## config.mk

```make
export PLATFORM = sky130hd
export DESIGN_NAME = target_hit_tracker
export DESIGN_NICKNAME = d
export VERILOG_FILES = /design/src/rtl/target_hit_pkg.sv /design/src/rtl/target_channel.sv /design/src/rtl/target_hit_tracker.sv
export SDC_FILE = /design/constraint.sdc
export NUM_CORES = 1
export LEC_CHECK = 0
export BUFFER_PORTS_ARGS = -buffer_cell sky130_fd_sc_hd__clkbuf_2
export CAP_MARGIN = 20
export CORE_MARGIN = 1.5
export CORE_UTILIZATION = 27
export CTS_CLUSTER_SIZE = 24
export DETAILED_ROUTE_END_ITERATION = 10
export PLACE_DENSITY = 0.47
export REMOVE_ABC_BUFFERS = 1
export SETUP_SLACK_MARGIN = 0.15
export SYNTH_ARGS = -nofsm -noshare
export SYNTH_HDL_FRONTEND = slang
export SYNTH_SLANG_ARGS = --single-unit
```

## constraint.sdc

```tcl
create_clock -name clk_i -period 5.5 [get_ports clk_i]
set_input_delay 0.275 -clock clk_i [delete_from_list [all_inputs] [get_ports clk_i]]
set_output_delay 0.275 -clock clk_i [all_outputs]
set_load 0.01 [all_outputs]
```

## src/rtl/target_hit_pkg.sv

```systemverilog
// Shared types and helpers for the target hit tracker.
package target_hit_pkg;

    // Per-channel life cycle.
    typedef enum logic [1:0] {
        IDLE,
        ARMED,
        HIT,
        MISS
    } chan_state_t;

    // Debounce counter width. It must be able to hold DEBOUNCE itself.
    function automatic int unsigned dbc_cnt_w(input int unsigned debounce);
        return $clog2(debounce + 1);
    endfunction

    // Adds a and b and clamps the sum to the largest value of `width` bits.
    // Callers keep width below 64.
    function automatic logic [63:0] sat_add(input logic [63:0] a, input logic [63:0] b,
                                            input int unsigned width);
        logic [64:0] sum;
        logic [64:0] max_val;
        sum     = {1'b0, a} + {1'b0, b};
        max_val = (65'd1 << width) - 65'd1;
        if (sum > max_val) begin
            return max_val[63:0];
        end
        return sum[63:0];
    endfunction

endpackage

```

## src/rtl/target_channel.sv

```systemverilog
// One target channel: sensor index latch, timeout timer, debounce counter and FSM.
module target_channel
    import target_hit_pkg::*;
#(
    parameter int unsigned NUM_SENSORS = 10,
    parameter int unsigned IDX_W       = 4,
    parameter int unsigned TIMER_W     = 32,
    parameter int unsigned DEBOUNCE    = 4
) (
    input  logic                   clk_i,
    input  logic                   rst_i,
    input  logic [NUM_SENSORS-1:0] sensor_i,     // already synchronised
    input  logic                   arm_i,
    input  logic                   ack_i,
    input  logic [IDX_W-1:0]       idx_i,
    input  logic [TIMER_W-1:0]     timer_len_i,
    output logic                   active_o,
    output logic                   hit_o,
    output logic                   miss_o,
    output logic                   hit_latched_o,
    output logic                   hit_set_o     // qualification this cycle, feeds the score
);

    localparam int unsigned    CntW    = dbc_cnt_w(DEBOUNCE);
    localparam logic [CntW-1:0] CntLast = CntW'(DEBOUNCE - 1);

    chan_state_t        state_q;
    logic [IDX_W-1:0]   idx_q;
    logic [TIMER_W-1:0] timer_q;
    logic [CntW-1:0]    cnt_q;
    logic               active_q;
    logic               hit_q;
    logic               miss_q;
    logic               latched_q;

    logic sel;
    logic hit_qual;
    logic expire;

    // Select the latched sensor; indices past the array read as 0.
    always_comb begin
        sel = 1'b0;
        for (int s = 0; s < NUM_SENSORS; s++) begin
            if (32'(idx_q) == 32'(s)) begin
                sel = sensor_i[s];
            end
        end
    end

    // Qualification and expiry conditions for the upcoming edge.
    always_comb begin
        hit_qual  = (state_q == ARMED) && sel && (cnt_q == CntLast);
        expire    = (state_q == ARMED) && (timer_q == TIMER_W'(1));
        // A re-arm aborts the window, so it also suppresses a pending hit.
        hit_set_o = hit_qual && !arm_i;
    end

    // Channel FSM with registered outputs; arm overrides everything else.
    always_ff @(posedge clk_i or posedge rst_i) begin
        if (rst_i) begin
            state_q   <= IDLE;
            idx_q     <= '0;
            timer_q   <= '0;
            cnt_q     <= '0;
            active_q  <= 1'b0;
            hit_q     <= 1'b0;
            miss_q    <= 1'b0;
            latched_q <= 1'b0;
        end else begin
            hit_q  <= 1'b0;
            miss_q <= 1'b0;
            if (arm_i) begin
                state_q   <= ARMED;
                idx_q     <= idx_i;
                timer_q   <= (timer_len_i == '0) ? TIMER_W'(1) : timer_len_i;
                cnt_q     <= '0;
                active_q  <= 1'b1;
                latched_q <= 1'b0;
            end else begin
                unique case (state_q)
                    IDLE: begin
                    end
                    ARMED: begin
                        timer_q <= timer_q - TIMER_W'(1);
                        if (hit_qual) begin
                            state_q   <= HIT;
                            hit_q     <= 1'b1;
                            latched_q <= 1'b1;
                            active_q  <= 1'b0;
                        end else if (expire) begin
                            state_q  <= MISS;
                            miss_q   <= 1'b1;
                            active_q <= 1'b0;
                        end else if (sel) begin
                            cnt_q <= cnt_q + CntW'(1);
                        end else begin
                            cnt_q <= '0;
                        end
                    end
                    HIT, MISS: begin
                        if (ack_i) begin
                            state_q   <= IDLE;
                            latched_q <= 1'b0;
                        end
                    end
                endcase
            end
        end
    end

    assign active_o      = active_q;
    assign hit_o         = hit_q;
    assign miss_o        = miss_q;
    assign hit_latched_o = latched_q;

endmodule

```

## src/rtl/target_hit_tracker.sv

```systemverilog
// Multi-channel hit tracker: sensor synchroniser, target channels and saturating score.
module target_hit_tracker
    import target_hit_pkg::*;
#(
    parameter int unsigned NUM_TARGETS = 2,
    parameter int unsigned NUM_SENSORS = 10,
    parameter int unsigned IDX_W       = 4,
    parameter int unsigned TIMER_W     = 32,
    parameter int unsigned DEBOUNCE    = 4,
    parameter int unsigned SCORE_W     = 32,
    parameter int unsigned HIT_POINTS  = 1
) (
    input  logic                         clk_i,
    input  logic                         rst_i,
    input  logic [NUM_SENSORS-1:0]       photo_array_i,
    input  logic [NUM_TARGETS-1:0]       arm_i,
    input  logic [NUM_TARGETS*IDX_W-1:0] target_idx_i,
    input  logic [TIMER_W-1:0]           timer_len_i,
    input  logic [NUM_TARGETS-1:0]       ack_i,
    input  logic                         score_clr_i,
    output logic [NUM_TARGETS-1:0]       active_o,
    output logic [NUM_TARGETS-1:0]       hit_o,
    output logic [NUM_TARGETS-1:0]       miss_o,
    output logic [NUM_TARGETS-1:0]       hit_latched_o,
    output logic [SCORE_W-1:0]           score_o
);

    localparam int unsigned HitCntW = $clog2(NUM_TARGETS + 1);

    logic [NUM_SENSORS-1:0] sync1_q;
    logic [NUM_SENSORS-1:0] sync2_q;
    logic [NUM_TARGETS-1:0] hit_set;
    logic [HitCntW-1:0]     hit_cnt;
    logic [63:0]            gain;
    logic [63:0]            base;
    logic [SCORE_W-1:0]     score_d;
    logic [SCORE_W-1:0]     score_q;

    // Two-flop synchroniser for the asynchronous photo sensors.
    always_ff @(posedge clk_i or posedge rst_i) begin
        if (rst_i) begin
            sync1_q <= '0;
            sync2_q <= '0;
        end else begin
            sync1_q <= photo_array_i;
            sync2_q <= sync1_q;
        end
    end

    for (genvar g = 0; g < NUM_TARGETS; g++) begin : g_chan
        target_channel #(
            .NUM_SENSORS(NUM_SENSORS),
            .IDX_W      (IDX_W),
            .TIMER_W    (TIMER_W),
            .DEBOUNCE   (DEBOUNCE)
        ) u_chan (
            .clk_i        (clk_i),
            .rst_i        (rst_i),
            .sensor_i     (sync2_q),
            .arm_i        (arm_i[g]),
            .ack_i        (ack_i[g]),
            .idx_i        (target_idx_i[g*IDX_W +: IDX_W]),
            .timer_len_i  (timer_len_i),
            .active_o     (active_o[g]),
            .hit_o        (hit_o[g]),
            .miss_o       (miss_o[g]),
            .hit_latched_o(hit_latched_o[g]),
            .hit_set_o    (hit_set[g])
        );
    end

    // Popcount of this cycle's qualifications and the saturating next score.
    always_comb begin
        hit_cnt = '0;
        for (int i = 0; i < NUM_TARGETS; i++) begin
            hit_cnt = hit_cnt + HitCntW'(hit_set[i]);
        end
        gain    = 64'(hit_cnt) * 64'(HIT_POINTS);
        // A clear drops the old value but keeps same-cycle hits.
        base    = score_clr_i ? 64'd0 : 64'(score_q);
        score_d = SCORE_W'(sat_add(base, gain, SCORE_W));
    end

    // Score register.
    always_ff @(posedge clk_i or posedge rst_i) begin
        if (rst_i) begin
            score_q <= '0;
        end else begin
            score_q <= score_d;
        end
    end

    assign score_o = score_q;

endmodule

```

==> summary.txt, run 1 <==
Run status
  • Outcome: complete, but fails checks
  • Failing checks: hold timing

GRT
  • Total congestion overflow: 0
  • All-Layer GR Usage: 0.137
  • Pin count of the biggest net entering global routing: 87
  • Via count of the first global-routing pass: 5396
  • Wire length of the first global-routing pass: between 20000 and 30000 um
  • Number of antenna violations at the first check in global routing: 0

Setup path
  • CP delay by family, top: simple AND/OR/NAND/NOR gates
  • Critical Path RT: between 5 and 6 ns
  • Endpoint class of the critical path: flip-flop
  • Worst Path Max Fanout: 8
  • CP bufs+invs: 0
  • Slack of the worst reg-to-reg path: about 1.7 ns
  • Critical path's slowest cell: sky130_fd_sc_hd__or4_1
  • Most repeated library cell on the critical path: sky130_fd_sc_hd__nand2_1
  • Worst R2R Path Depth: 11
  • Critical Path Source Type: flip-flop
  • Critical Path AT: between 4 and 5 ns
  • CP Cell Sequence: mux2i_1, a211oi_1, o221ai_1, nand2_1, nand2_1, or2_2, fa_1, nor2b_1, nand3_1, or4_1, o31a_1
  • Reg-to-reg critical path endpoint: score_o[31]
  • Critical path class: flip-flop to flip-flop
  • Reg-to-reg critical path startpoint: g_chan[0].u_chan.idx_q[2]
  • Delay of the slowest cell on the worst path: around 0.58 ns

Timing
  • Slew of the pin with the lowest slew margin: ~0.84 ns
  • Fin crit share: 0.697
  • Setup repair after global routing missed its margin: false
  • Relative slew slack: 0.436
  • Final critical-path required period: between 3 and 4 ns
  • Final count of pins violating max slew: 0
  • Final-report hold violation count: 6
  • Final setup viols: 0
  • Final setup margin: around 1.7 ns
  • Worst clock skew: 0.0162 ns
  • Max Clk Rate: about 0.26 GHz
  • Worst hold slack after final layout: -0.0311 ns
  • Sum Neg Setup Slack: 0 ns

Yosys
  • Number of enable-type register cells in the synthesized netlist: 0
  • Post-synthesis register bit count: approximately 140
  • Unique cell type count in the Yosys netlist: 53
  • Synthesized instance count: between 700 and 800
  • Cell area after synthesis: 7170 um2
  • Async set-or-reset flop fraction in the synthesized netlist: 1.00
  • Ys Warns: 0
  • Syn_area_per_cell: 9.66 um2
  • Register area share after synthesis: 0.496
  • Primary FF master, synth: sky130_fd_sc_hd__dfrtp_1

Route
  • Routed wire length per instance: approximately 15 um
  • Detailed-router iteration count before antenna repair: 4
  • DRT iter0 DRCs: 298
  • Vias post-DR: 5503
  • Total Routed Length: ~18000 um
  • Detailed-route vias per instance: between 4 and 5
  • Number of antenna-violating nets in the routed design: 0
  • Residual DRC count: 0

Final layout
  • Top library cells by usage in the layout, fill and taps aside: 142 x sky130_fd_sc_hd__dfrtp_1, 108 x sky130_fd_sc_hd__nand2_1, 96 x sky130_fd_sc_hd__clkbuf_2
  • Nets: 900
  • Fraction of layout cells with a size suffix above 1: 0.183
  • Ant diodes: 0
  • Syn-to-layout area delta: 20.5%
  • Most frequent standard cell in the layout excluding fill and tap cells: sky130_fd_sc_hd__dfrtp_1

Placement
  • Half-perimeter wire length after placement: 12800 um
  • Post-Place Worst Slack: between 1.5 and 2 ns
  • Port Buffer Count: 96
  • RePlAce Congestion: approximately 0.74

Power and ir drop
  • Max IR drop VDD: approximately 0.18 mV
  • Leakage Power: ~3.6 nW
  • Total power divided by cell area: between 300 and 400 nW/um2

Clock tree
  • Number of instances resized during post-cts repair: 0
  • Clock transition at the register clock pins on the worst setup and hold paths after CTS: roughly 0.08 ns
  • Insertion delay to the later sink of the worst-skew pair: between 0.4 and 0.5 ns
  • Max H-tree Level: 4
  • Clk root buf: sky130_fd_sc_hd__clkbuf_16
  • Number of buffers on the longest clock path: 2
  • Clock sink count: around 140
  • TritonCTS clock tree: built
  • Number of buffers created by CTS: 17

Flow run
  • Number of max-capacitance violations reported: 0

Worst hold path
  • Class of the tightest hold or removal check: primary input to asynchronous set/reset pin

Floorplan
  • # IOs: 97
  • Floorplan core area: about 26000 um2
  • X dimension of the die: around 170 um
  • Vert. Die Dim: ~170 um
  • Starting Density: 0.275
  • Overall die area: approximately 28000 um2
  • Standard-cell row count: between 50 and 60
## sequential cells by signal, summed over array words and instances, names as in the netlist, 4 cells and up
| register | count |
|---|---|
| g_chan.u_chan.cnt_q | 6 |
| g_chan.u_chan.idx_q | 8 |
| g_chan.u_chan.state_q | 4 |
| g_chan.u_chan.timer_q | 64 |
| score_o | 32 |
| sync1_q | 10 |
| sync2_q | 10 |
## cell usage after synthesis, drive strengths merged, types with 5 or more instances
library cell  instances  area, um2
nor2b                10       62.6
a21oi                 6       30.0
buf                  10       68.8
nand2b               12       75.1
dfrtp               142       3550
or4                   7       52.6
mux2                 13        146
inv                  19       71.3
nor4                 30        206
nor3b                 5       42.5
o21ai                86        430
xor2                 36        315
or2                   7       43.8
nand4                12       75.1
nor3                 29        145
nand2               108        405
or3                  15       98.8
nor2                 44        165
ha                    9        113
and3                  5       31.3
nand3                12       60.1
mux2i                 7       70.1
clkbuf               27        101
xnor2                51        447
## layer usage
layer,routed length (um),track usage,vias up
li1,-,-,2756
met1,9090,0.197,2631
met2,8210,0.206,106
met3,761,0.0360,10
met4,153,0.0309,0
met5,0,0,-
## power by group
group	internal (mW)	switching, mW	total [mW]	leakage (nW)
Clock	0.620	0.564	1.18	0.295
Combinational	0.106	0.133	0.239	1.53
Sequential	1.11	0.0642	1.17	1.78
Total	1.83	0.761	2.60	3.61
## cell families after synthesis
logic type,count (synthesis),synth area share
flip-flops,142,0.496
adder cells (fa/ha/maj),10,0.0185
AO/OA/AOI/OAI,113,0.0882
AND/OR/NAND/NOR,313,0.224
multiplexers,21,0.0333
XOR/XNOR,87,0.106
buffers and inverters,56,0.0337
## worst max path at each step
stage                                   start                   endpoint  cells past startpoint
detailed placement  g_chan[1].u_chan.idx_q[0]                score_o[31]                     11
global route        g_chan[0].u_chan.idx_q[2]                 score_o[4]                     12
finish              g_chan[0].u_chan.idx_q[2]                score_o[31]                     11
CTS                 g_chan[1].u_chan.idx_q[0]                score_o[31]                     11
floorplan                               rst_i  g_chan[0].u_chan.active_o                      1
global placement    g_chan[1].u_chan.idx_q[0]                score_o[31]                     11
## through the flow
step           total power, mW   util  instances  hold WS [ns]  instance area, um2
3_5_place_dp              1.43  0.304       1139         0.336                7920
3_3_place_gp              1.43  0.304       1139         0.333                7920
6_report                  2.60  0.331       1181       -0.0311                8640
4_1_cts                   2.64  0.331       1181        0.0264                8640
5_1_grt                   2.73  0.331       1181        0.0494                8640
2_1_floorplan             1.33      -        705         0.306                7000
## layout make-up
type / count / area [um2]
Clock buffer: 17 / 425
Sequential cell: 142 / 3550
Multi-Input combinational cell: 544 / 3370
Clock inverter: 15 / 188
Fill cell: 2697 / 17400
Timing Repair Buffer: 109 / 603
Tap cell: 335 / 419
Inverter: 19 / 76.3
## timing repair
action / in CTS / in global routing
hold endpoints to repair: 10 / 0
setup buffers: 0 / 0
hold buffers: 10 / 0
No activity file was read; power rests on OpenSTA's default activity.
==> run 2, diff against run 1 <==
--- a/config.mk
+++ b/config.mk
@@ -5,13 +5,14 @@
 export SDC_FILE = /design/constraint.sdc
 export NUM_CORES = 1
 export LEC_CHECK = 0
+export ABC_AREA = 1
 export BUFFER_PORTS_ARGS = -buffer_cell sky130_fd_sc_hd__clkbuf_2
 export CAP_MARGIN = 20
 export CORE_MARGIN = 1.5
 export CORE_UTILIZATION = 27
 export CTS_CLUSTER_SIZE = 24
 export DETAILED_ROUTE_END_ITERATION = 10
-export PLACE_DENSITY = 0.47
+export PLACE_DENSITY = 0.46
 export REMOVE_ABC_BUFFERS = 1
 export SETUP_SLACK_MARGIN = 0.15
 export SYNTH_ARGS = -nofsm -noshare
==> constraint.sdc (replaced) <==
create_clock -name clk_i -period 3.7 [get_ports clk_i]
set_input_delay 0.185 -clock clk_i [delete_from_list [all_inputs] [get_ports clk_i]]
set_output_delay 0.185 -clock clk_i [all_outputs]
set_load 0.01 [all_outputs]
==> summary.txt, run 2 <==
Power and ir drop
  • Proportion of power drawn by the clock network: 0.351 (was 0.456)
  • Total power divided by cell area: 495 nW/um2 (was 301 nW/um2)
  • Share of power burned in combinational logic: 0.243 (was 0.092)
  • Internal power of the cells: 3.17 mW (was 1.83 mW)
  • Part of the total power dissipated in sequential elements: 0.406 (was 0.452)
  • Switching part of the total: 0.367 (was 0.293)
  • Leakage Power: 4.72 nW (was 3.61 nW)
  • Sw Pwr: 1.84 mW (was 0.761 mW)
  • Max IR drop VDD: 0.375 mV (was 0.176 mV)

Timing
  • Slew of the pin with the lowest slew margin: 0.951 ns (was 0.838 ns)
  • Final-report hold violation count: 0 (was 6)
  • Final critical-path required period: 3.22 ns (was 3.83 ns)
  • Relative slew slack: 0.365 (was 0.436)
  • Final setup viols: 0 (unchanged)
  • Max Clk Rate: 0.311 GHz (was 0.261 GHz)
  • Final count of pins violating max slew: 0 (unchanged)
  • Final setup margin: 0.484 ns (was 1.67 ns)
  • Setup repair after global routing missed its margin: false (unchanged)
  • Worst clock skew: 0.0129 ns (was 0.0162 ns)
  • Worst hold slack after final layout: 0.0376 ns (was -0.0311 ns)
  • Fin crit share: 0.869 (was 0.697)

Clock tree
  • Insertion delay to the later sink of the worst-skew pair: 0.44 ns (was 0.43 ns)
  • TritonCTS clock tree: built (unchanged)
  • Clock transition at the register clock pins on the worst setup and hold paths after CTS: 0.07 ns (was 0.08 ns)
  • Number of buffers on the longest clock path: 2 (unchanged)
  • Clk root buf: sky130_fd_sc_hd__clkbuf_16 (unchanged)
  • Number of buffers created by CTS: 17 (unchanged)
  • Clock sink count: 142 (unchanged)
  • Max H-tree Level: 4 (unchanged)

GRT
  • Via count of the first global-routing pass: 7618 (was 5396)
  • Number of antenna violations at the first check in global routing: 0 (unchanged)
  • Pin count of the biggest net entering global routing: 96 (was 87)
  • Wire length of the first global-routing pass: 42600 um (was 29900 um)
  • All-Layer GR Usage: 0.167 (was 0.137)
  • Total congestion overflow: 0 (unchanged)

Yosys
  • Primary FF master, synth: sky130_fd_sc_hd__dfrtp_1 (unchanged)
  • Top cell types by occurrence after synthesis: 276 x sky130_fd_sc_hd__nand2_1, 161 x sky130_fd_sc_hd__nor2_1, 143 x sky130_fd_sc_hd__inv_1, 142 x sky130_fd_sc_hd__dfrtp_1, 65 x sky130_fd_sc_hd__nand3_1 (was 142 x sky130_fd_sc_hd__dfrtp_1, 108 x sky130_fd_sc_hd__nand2_1, 81 x sky130_fd_sc_hd__o21ai_0, 51 x sky130_fd_sc_hd__xnor2_1, 44 x sky130_fd_sc_hd__nor2_1)
  • Cell area after synthesis: 8450 um2 (was 7170 um2)
  • Leading area contributor after synthesis: sky130_fd_sc_hd__dfrtp_1 (unchanged)
  • Share of the synthesized area in the top cell type: 0.421 (was 0.496)
  • Unique cell type count in the Yosys netlist: 47 (was 53)
  • Async set-or-reset flop fraction in the synthesized netlist: 1.00 (unchanged)
  • Syn_area_per_cell: 7.41 um2 (was 9.66 um2)
  • Main area contributors after synthesis: sky130_fd_sc_hd__dfrtp_1 42%, sky130_fd_sc_hd__nand2_1 12%, sky130_fd_sc_hd__nor2_1 7.2% (was sky130_fd_sc_hd__dfrtp_1 50%, sky130_fd_sc_hd__xnor2_1 6.2%, sky130_fd_sc_hd__nand2_1 5.7%)
  • Most frequent cell after synthesis: sky130_fd_sc_hd__nand2_1 (was sky130_fd_sc_hd__dfrtp_1)
  • Ys Warns: 0 (unchanged)
  • Register area share after synthesis: 0.421 (was 0.496)
  • Number of enable-type register cells in the synthesized netlist: 0 (unchanged)
  • Synthesized instance count: 1140 (was 742)
  • Post-synthesis register bit count: 142 (unchanged)

Final layout
  • Filler cell count: 3336 (was 2697)
  • Combined area of the multi-input logic cells: 4130 um2 (was 3370 um2)
  • Top library cells by usage in the layout, fill and taps aside: 276 x sky130_fd_sc_hd__nand2_1, 161 x sky130_fd_sc_hd__nor2_1, 142 x sky130_fd_sc_hd__inv_1, 142 x sky130_fd_sc_hd__dfrtp_1, 96 x sky130_fd_sc_hd__clkbuf_2 (was 142 x sky130_fd_sc_hd__dfrtp_1, 108 x sky130_fd_sc_hd__nand2_1, 96 x sky130_fd_sc_hd__clkbuf_2)
  • Storage element area: 3550 um2 (unchanged)
  • Nets: 1318 (was 900)
  • Syn-to-layout area delta: 20.0% (was 20.5%)
  • Post-route cell area: 10100 um2 (was 8640 um2)
  • Fraction of layout cells with a size suffix above 1: 0.150 (was 0.183)
  • Largest register by flop count: g_chan.u_chan.timer_q (unchanged)
  • Ant diodes: 0 (unchanged)
  • Number of flip-flops in the largest register: 64 (unchanged)
  • Most frequent standard cell in the layout excluding fill and tap cells: sky130_fd_sc_hd__nand2_1 (was sky130_fd_sc_hd__dfrtp_1)

Run status
  • Outcome: finished clean (was complete, but fails checks)

Floorplan
  • Vert. Die Dim: 180 um (was 166 um)
  • Floorplan core area: 30700 um2 (was 26100 um2)
  • Standard-cell row count: 64 (was 59)
  • # IOs: 97 (unchanged)
  • Overall die area: 32400 um2 (was 27500 um2)
  • Starting Density: 0.275 (about the same)
  • X dimension of the die: 180 um (was 166 um)

Route
  • Residual DRC count: 0 (unchanged)
  • Detailed-route vias per instance: 4.77 (was 4.66)
  • Total Routed Length: 26500 um (was 18200 um)
  • Number of antenna-violating nets in the routed design: 0 (unchanged)
  • Routed wire length per instance: 15.9 um (was 15.4 um)
  • DRT iter0 DRCs: 592 (was 298)
  • Detailed-router iteration count before antenna repair: 5 (was 4)
  • Vias post-DR: 7920 (was 5503)

Placement
  • Port Buffer Count: 96 (unchanged)
  • Area after DPL: 9320 um2 (was 7920 um2)
  • Post-Place Worst Slack: 0.249 ns (was 1.64 ns)
  • RePlAce Congestion: 0.863 (was 0.745)
  • Half-perimeter wire length after placement: 19600 um (was 12800 um)

Setup path
  • Critical Path AT: 3.59 ns (was 4.15 ns)
  • Critical Path Source Type: flip-flop (unchanged)
  • Critical path class: flip-flop to flip-flop (unchanged)
  • Critical Path RT: 4.07 ns (was 5.82 ns)
  • Endpoint class of the critical path: flip-flop (unchanged)
  • Worst Path Max Fanout: 22 (was 8)

Flow run
  • Number of max-capacitance violations reported: 0 (unchanged)

Worst hold path
  • Class of the tightest hold or removal check: primary input to flip-flop (was primary input to asynchronous set/reset pin)
-- run 2: power groups by stage --
stage	Combinational, mW	Clock, mW	Sequential (mW)
floorplan	0.832	0	1.99
finish	1.22	1.76	2.04
global route	1.38	1.87	2.07
detailed placement	1.20	0	2.05
CTS	1.22	1.80	2.03
global placement	1.19	0	2.06
-- run 2: path summary, 6_finish.rpt --
path / slack (ns) / depth (start not counted) / start / end
worst min register to register: 0.35 / 0 / sync1_q[2] / sync2_q[2]
worst min-delay path: 0.04 / 3 / timer_len_i[14] / g_chan[1].u_chan.timer_q[14]
worst max register to register: 0.48 / 20 / g_chan[0].u_chan.idx_q[2] / score_o[26]
max in group asynchronous: 2.39 / 4 / rst_i / g_chan[1].u_chan.timer_q[10]
worst max-delay path: 0.48 / 20 / g_chan[0].u_chan.idx_q[2] / score_o[26]
min in group asynchronous: 0.49 / 3 / rst_i / sync1_q[8]
-- run 2: stage by stage --
| step | power [mW] | instances | utilization | TNS [ns] |
|---|---|---|---|---|
| floorplan | 2.83 | 1103 | - | -41.83 |
| global placement | 3.25 | 1607 | 0.304 | 0 |
| detailed placement | 3.26 | 1607 | 0.304 | 0 |
| CTS | 5.06 | 1658 | 0.329 | 0 |
| global route | 5.33 | 1660 | 0.330 | 0 |
| finish | 5.01 | 1660 | 0.330 | 0 |
-- run 2: cell type report --
| class | instances | area share |
|---|---|---|
| multi-input cells | 811 | 0.407 |
| clock buffers | 18 | 0.0433 |
| inverters | 150 | 0.0561 |
| flip-flops and latches | 142 | 0.351 |
| well taps | 396 | 0.0489 |
| clock inverters | 14 | 0.0147 |
| repair buffers | 129 | 0.0790 |
-- run 2: cell families (layout without fill, tap and decap cells) --
logic type,Yosys count,in the layout,synth area share
compound gates,145,145,0.105
simple gates,606,606,0.314
flops,142,142,0.421
xor+xnor,50,50,0.0518
fa+ha+maj,10,10,0.0157
buf+inv,187,311,0.0921
-- run 2: critical path, stage by stage (launching register included) --
cell and delay (ns):
sky130_fd_sc_hd__dfrtp_1 0.43, sky130_fd_sc_hd__inv_1 0.12, sky130_fd_sc_hd__nand2_1 0.06, sky130_fd_sc_hd__nand2_1 0.05, sky130_fd_sc_hd__nand2_1 0.04, sky130_fd_sc_hd__nand3_1 0.08, sky130_fd_sc_hd__nand2_1 0.05, sky130_fd_sc_hd__nand2_1 0.05
sky130_fd_sc_hd__nand2_1 0.08, sky130_fd_sc_hd__nand2_1 0.13, sky130_fd_sc_hd__nand4_1 0.25, sky130_fd_sc_hd__fa_2 0.48, sky130_fd_sc_hd__inv_1 0.07, sky130_fd_sc_hd__ha_1 0.22, sky130_fd_sc_hd__inv_1 0.07, sky130_fd_sc_hd__nor2_1 0.16
sky130_fd_sc_hd__nand2_1 0.11, sky130_fd_sc_hd__nor2_2 0.19, sky130_fd_sc_hd__nand3b_4 0.19, sky130_fd_sc_hd__buf_12 0.23, sky130_fd_sc_hd__nand3b_1 0.08
-- run 2: repair_timing --
item                                    CTS  global route
resized for setup                         0             5
endpoints found under the setup margin    0            23
hold buffers                             19             0
setup buffers                             0             2
endpoints found under the hold margin    72             0
-- run 2: layer usage --
layer | part of all wire | global-route usage | up-vias
met5 | 0 | 0 | -
li1 | - | - | 3930
met1 | 0.50 | 0.238 | 3759
met4 | 0.017 | 0.0490 | 0
met2 | 0.44 | 0.256 | 205
met3 | 0.041 | 0.0302 | 26
